$ cat config.mk
export PLATFORM = sky130hd
export DESIGN_NAME = imem_loader
export DESIGN_NICKNAME = d
export VERILOG_FILES = /design/src/rtl/imem_loader.sv
export SDC_FILE = /design/constraint.sdc
export NUM_CORES = 1
export LEC_CHECK = 0
export CELL_PAD_IN_SITES_DETAIL_PLACEMENT = 0
export CELL_PAD_IN_SITES_GLOBAL_PLACEMENT = 1
export CORE_MARGIN = 3
export CORE_UTILIZATION = 41
export DETAILED_ROUTE_END_ITERATION = 16
export PLACE_DENSITY_LB_ADDON = 0.1
export SLEW_MARGIN = 20
export SYNTH_ARGS = -nofsm -noshare
export SYNTH_HDL_FRONTEND = slang
export SYNTH_SLANG_ARGS = --single-unit
$ cat constraint.sdc
create_clock -name clk -period 2.2 [get_ports clk]
set_clock_uncertainty 0.05 [all_clocks]
set_input_delay 0.44 -clock clk [delete_from_list [all_inputs] [get_ports clk]]
set_output_delay 0.44 -clock clk [all_outputs]
set_load 0.05 [all_outputs]
$ cat src/rtl/imem_loader.sv
// Boot loader that streams a word-counted image into byte-wide instruction memory
// and holds the CPU in reset until the image is in place. Optional checksum: IMEM_LOADER_CHECKSUM_EN.
module imem_loader #(
  parameter int MEM_BYTES = 1024,
  parameter int ADDR_W    = 10
) (
  input  logic              clk,
  input  logic              reset,
  input  logic              start,
  input  logic              s_valid,
  input  logic [7:0]        s_data,
  output logic              s_ready,
  output logic              wr_en,
  output logic [ADDR_W-1:0] wr_addr,
  output logic [7:0]        wr_data,
  output logic              cpu_reset,
  output logic              done,
  output logic              error
);

  localparam logic [2:0] HDR_HI = 3'd0;
  localparam logic [2:0] HDR_LO = 3'd1;
  localparam logic [2:0] DATA   = 3'd2;
  localparam logic [2:0] DONE   = 3'd4;
  localparam logic [2:0] ERROR  = 3'd5;
`ifdef IMEM_LOADER_CHECKSUM_EN
  localparam logic [2:0] CSUM        = 3'd3;
  localparam logic [2:0] PAYLOAD_END = CSUM;
`else
  localparam logic [2:0] PAYLOAD_END = DONE;
`endif

  localparam logic [16:0] MAX_WORDS = 17'(MEM_BYTES / 4);

  logic [2:0]        state_q, state_d;
  logic [7:0]        n_hi_q, n_hi_d;
  logic [15:0]       n_q, n_d;
  logic [ADDR_W-1:0] byte_cnt_q, byte_cnt_d;
  logic              wr_en_q, wr_en_d;
  logic [ADDR_W-1:0] wr_addr_q, wr_addr_d;
  logic [7:0]        wr_data_q, wr_data_d;
  logic              cpu_reset_q, cpu_reset_d;
`ifdef IMEM_LOADER_CHECKSUM_EN
  logic [7:0]        csum_q, csum_d;
`endif

  logic        xfer;
  logic [15:0] hdr_n;
  logic        last_byte;

  assign s_ready   = (state_q == HDR_HI) || (state_q == HDR_LO) || (state_q == DATA)
`ifdef IMEM_LOADER_CHECKSUM_EN
                     || (state_q == CSUM)
`endif
                     ;
  assign xfer      = s_valid && s_ready;
  assign hdr_n     = {n_hi_q, s_data};
  // Byte index k is the last one when k+1 == 4*N; done in 32 bits so no width is lost.
  assign last_byte = ((32'(byte_cnt_q) + 32'd1) == {14'd0, n_q, 2'b00});

  assign wr_en     = wr_en_q;
  assign wr_addr   = wr_addr_q;
  assign wr_data   = wr_data_q;
  assign cpu_reset = cpu_reset_q;
  assign done      = (state_q == DONE);
  assign error     = (state_q == ERROR);

  always_comb begin
    state_d     = state_q;
    n_hi_d      = n_hi_q;
    n_d         = n_q;
    byte_cnt_d  = byte_cnt_q;
    wr_en_d     = 1'b0;
    wr_addr_d   = wr_addr_q;
    wr_data_d   = wr_data_q;
    cpu_reset_d = cpu_reset_q;
`ifdef IMEM_LOADER_CHECKSUM_EN
    csum_d      = csum_q;
`endif
    case (state_q)
      HDR_HI: begin
        if (xfer) begin
          n_hi_d  = s_data;
          state_d = HDR_LO;
        end
      end
      HDR_LO: begin
        if (xfer) begin
          n_d        = hdr_n;
          byte_cnt_d = '0;
          if (hdr_n == 16'd0) begin
            state_d = PAYLOAD_END;
          end else if ({1'b0, hdr_n} > MAX_WORDS) begin
            state_d = ERROR;
          end else begin
            state_d = DATA;
          end
        end
      end
      DATA: begin
        if (xfer) begin
          wr_en_d    = 1'b1;
          wr_addr_d  = byte_cnt_q;
          wr_data_d  = s_data;
          byte_cnt_d = byte_cnt_q + ADDR_W'(1);
`ifdef IMEM_LOADER_CHECKSUM_EN
          csum_d     = csum_q ^ s_data;
`endif
          if (last_byte) begin
            state_d = PAYLOAD_END;
          end
        end
      end
`ifdef IMEM_LOADER_CHECKSUM_EN
      CSUM: begin
        if (xfer) begin
          state_d = (s_data == csum_q) ? DONE : ERROR;
        end
      end
`endif
      DONE, ERROR: begin
        // The CPU is released only after a full cycle in DONE, so the last write has landed.
        if (state_q == DONE) begin
          cpu_reset_d = 1'b0;
        end
        if (start) begin
          state_d     = HDR_HI;
          n_hi_d      = '0;
          n_d         = '0;
          byte_cnt_d  = '0;
          cpu_reset_d = 1'b1;
`ifdef IMEM_LOADER_CHECKSUM_EN
          csum_d      = '0;
`endif
        end
      end
      default: begin
        state_d = HDR_HI;
      end
    endcase
  end

  always_ff @(posedge clk or negedge reset) begin
    if (!reset) begin
      state_q     <= HDR_HI;
      n_hi_q      <= '0;
      n_q         <= '0;
      byte_cnt_q  <= '0;
      wr_en_q     <= 1'b0;
      wr_addr_q   <= '0;
      wr_data_q   <= '0;
      cpu_reset_q <= 1'b1;
`ifdef IMEM_LOADER_CHECKSUM_EN
      csum_q      <= '0;
`endif
    end else begin
      state_q     <= state_d;
      n_hi_q      <= n_hi_d;
      n_q         <= n_d;
      byte_cnt_q  <= byte_cnt_d;
      wr_en_q     <= wr_en_d;
      wr_addr_q   <= wr_addr_d;
      wr_data_q   <= wr_data_d;
      cpu_reset_q <= cpu_reset_d;
`ifdef IMEM_LOADER_CHECKSUM_EN
      csum_q      <= csum_d;
`endif
    end
  end

endmodule

==> results.py <==
metrics = {
    "sta": {
        "postLayoutSetupSlackWorst_ns": 0.0378,
        "min_period_ns": 2.16,
        "finalSetupViolations": 0,
        "drv_slew": 0,
        "tightestPinTransition_ns": 0.498,
        "hold_fails_final_rpt": 0,
        "max_freq_ghz": 0.462,
        "period_share": 0.983,
        "rsz0062_at_grt": "false",
        "max_slew_margin": 0.667,
        "tns_ns": 0,
    },
    "power": {
        "power.sequential.fraction": 0.377,
        "totalPowerFinal_uw": 4210,
        "leakage_uw": 0.00162,
        "power.clock.fraction": 0.235,
        "max-vdd-ir-drop_mv": 1.08,
        "power.switching_uw": 1660,
        "pwr_density_cell_nw_per_um2": 1200,
        "combinational_share_of_power": 0.387,
        "power.switching_fraction": 0.395,
        "power.internal_uw": 2540,
    },
    "synth": {
        "avgSynthCellArea_um2": 8.82,
        "dominantRegCellSynth": "dfrtp_1",
        "ys.warnings.count": 0,
        "postSynthCellCount": 307,
        "ys_top_cells_by_count": "nand2_1 (103), dfrtp_1 (56), o21ai_0 (41)",
        "postSynthNetCount": 320,
        "edff_count_synth": 0,
        "syn-cell-area_um2": 2710,
        "synth_seq_area_share": 0.527,
        "asyncSetResetFlopFracSynth": 1.00,
        "synthMostInstantiatedCell": "nand2_1",
        "netlist-cell-type-count": 47,
        "yosys_register_bits": 57,
        "post-synth-top-area-fraction": 0.518,
        "post_synth_main_area_contributors": "dfrtp_1 (52%), nand2_1 (14%), o21ai_0 (7.6%)",
        "synth_top_cell_by_area": "dfrtp_1",
    },
    "placement": {
        "dp_cells": 422,
        "dp.final_hpwl_um": 4780,
        "place_congestion": 0.875,
        "dp_worst_slack_ns": 0.0836,
        "port_buffers": 34,
    },
    "clocking": {
        "cts_tree": "yes",
        "clk-insertion-delay-late_ns": 0.34,
        "cts_hold_buf": 0,
        "root_buffer": "clkbuf_8",
        "tritoncts.num_buffers": 9,
        "cts_setup_buffers": 0,
        "tritoncts_num_sinks": 57,
        "clock_tree.htree_level_count": 3,
        "clkTransAtPathRegs_ns": 0.07,
        "cts-root-to-sink-buffers": 2,
    },
    "global_route": {
        "top_usage_layer": "met2",
        "grt_use_total": 0.190,
        "antenna_found_initial": 0,
        "met1_usage": 0.256,
        "grt_pass1_vias": 2185,
        "grt_pass1_wl_um": 10900,
        "grt_start_max_net_pins": 58,
        "gr-usage-met3": 0.0605,
        "grt.overflow.total": 0,
        "met2_usage": 0.287,
    },
    "setup_path": {
        "logic_depth_of_the_worst_setup_path_including_buffers": 1,
        "timing_worst_setup_path_type": "reg2out",
        "cp_cell_sequence": "clkdlybuf4s50_1",
        "reg2regPathDepth": 5,
        "worst-path-buf-inv": 1,
        "start_kind": "flop",
        "worst-endpoint-arrival_ns": 1.67,
        "cp_slowest_stage_delay_ns": 0.79,
        "end_kind": "output port",
        "timing.critical_path.fanout_max": 2,
        "critical_path.slowest_cell": "clkdlybuf4s50_1",
        "cp_data_required_time_ns": 1.71,
        "timing.critical_path.max_delay_family": "buffers and inverters",
    },
    "drt": {
        "drcViolationCount": 0,
        "antenna_violating_nets_post_route": 0,
        "vias": 2276,
        "average_routed_wire_per_standard_cell_um": 15.0,
        "post_drt_via_cell_ratio": 5.21,
        "drt_wl_total_um": 6560,
        "firstDrtPassIters": 4,
        "drt_iter0_markers": 97,
    },
    "flow_run": {
        "drv_cap": 0,
    },
    "floorplanning": {
        "width_of_the_die_um": 87.3,
        "die_y_um": 87.3,
        "floorplan.io_pins": 35,
        "design.die.area_um2": 7620,
        "row_count": 28,
        "initial_core_util": 0.439,
        "placeableCoreArea_um2": 6170,
    },
    "final_layout": {
        "n_antenna_cell": 0,
        "postLayoutCoreUtil": 0.567,
        "finish.net_count": 371,
        "stdcell_count": 437,
        "drive_gt1_frac": 0.135,
        "area_growth_pct": 29.0,
    },
    "worst_hold_path": {
        "hp-class": "in2async",
    },
    "status": {
        "status": "completed",
    },
}
[cells by family (layout without fill, tap and decap cells)]
family	Yosys count	after routing	share of synthesized area
AO/OA/AOI/OAI	70	70	0.156
multiplexers	1	1	0.00370
AND/OR/NAND/NOR	143	143	0.235
buffers and inverters	23	78	0.0347
XOR/XNOR	12	12	0.0388
flip-flops	57	57	0.527
adder cells (fa/ha/maj)	1	1	0.00462
[final cells by class]
| cell class | instances | area (um^2) |
|---|---|---|
| Multi-Input combinational cell | 227 | 1210 |
| Clock inverter | 3 | 40.0 |
| Sequential cell | 57 | 1430 |
| Timing Repair Buffer | 56 | 543 |
| Inverter | 7 | 26.3 |
| Fill cell | 572 | 2670 |
| Clock buffer | 12 | 155 |
| Tap cell | 75 | 93.8 |
[sequential cells by signal, summed over array words and instances, names as in the netlist]
register and count:
n_hi_q 8, state_q 3, cpu_reset 1, wr_addr 10
byte_cnt_q 10, n_q 16, wr_data 8, wr_en 1
[layout by cell type, fill, tap and decap left out, types with 2 or more instances in the layout]
cell type          n
buf_4             21
a211oi_1           2
o31ai_1            2
xnor2_1            7
inv_1              7
o21ai_0           41
nand3_1            4
nor3_1             2
nor4_1             3
xor2_1             5
o41ai_1            2
nand2_1          103
dfrtp_1           56
clkbuf_8          11
nand2b_1           3
o21a_1             2
nor2_1            13
clkinv_2           2
or4_1              2
a21oi_1            7
a21o_1             3
clkdlybuf4s50_1   30
buf_12             4
[power by group through the flow]
stage	registers [uW]	logic [uW]	clock network, uW
after floorplan	1820	820	0
after global placement	1600	1630	0
after detailed placement	1610	1640	0
after CTS	1590	1640	1010
after global routing	1640	1790	1060
final	1590	1630	991
[repair_timing]
| action | CTS | global route |
|---|---|---|
| hold endpoints to repair | 0 | 0 |
| setup endpoints to repair | 0 | 3 |
| gates resized for setup | 0 | 4 |
[final timing paths]
path / start / end / slack [ns]
hold / removal: reset / byte_cnt_q[9] / 0.05
max in group asynchronous: reset / cpu_reset / 1.77
min in group clk: wr_addr[1] / wr_addr[1] / 0.42
hold reg to reg: wr_addr[1] / wr_addr[1] / 0.42
setup reg to reg: byte_cnt_q[1] / state_q[1] / 0.19
setup / recovery: cpu_reset / cpu_reset / 0.04
[per-layer routing]
metal	routed length, um	part of all wire
met5	0	0
met4	102	0.016
met3	373	0.057
met2	2960	0.45
met1	3120	0.48
[metrics by stage]
step | instance area, um^2 | hold slack (ns)
finish | 3490 | 0.0453
global route | 3490 | 0.0547
CTS | 3470 | 0.0490
detailed placement | 3280 | 0.412
global placement | 3280 | 0.406
floorplan | 2710 | 0.0944
Power figures use the tool's default switching activity.
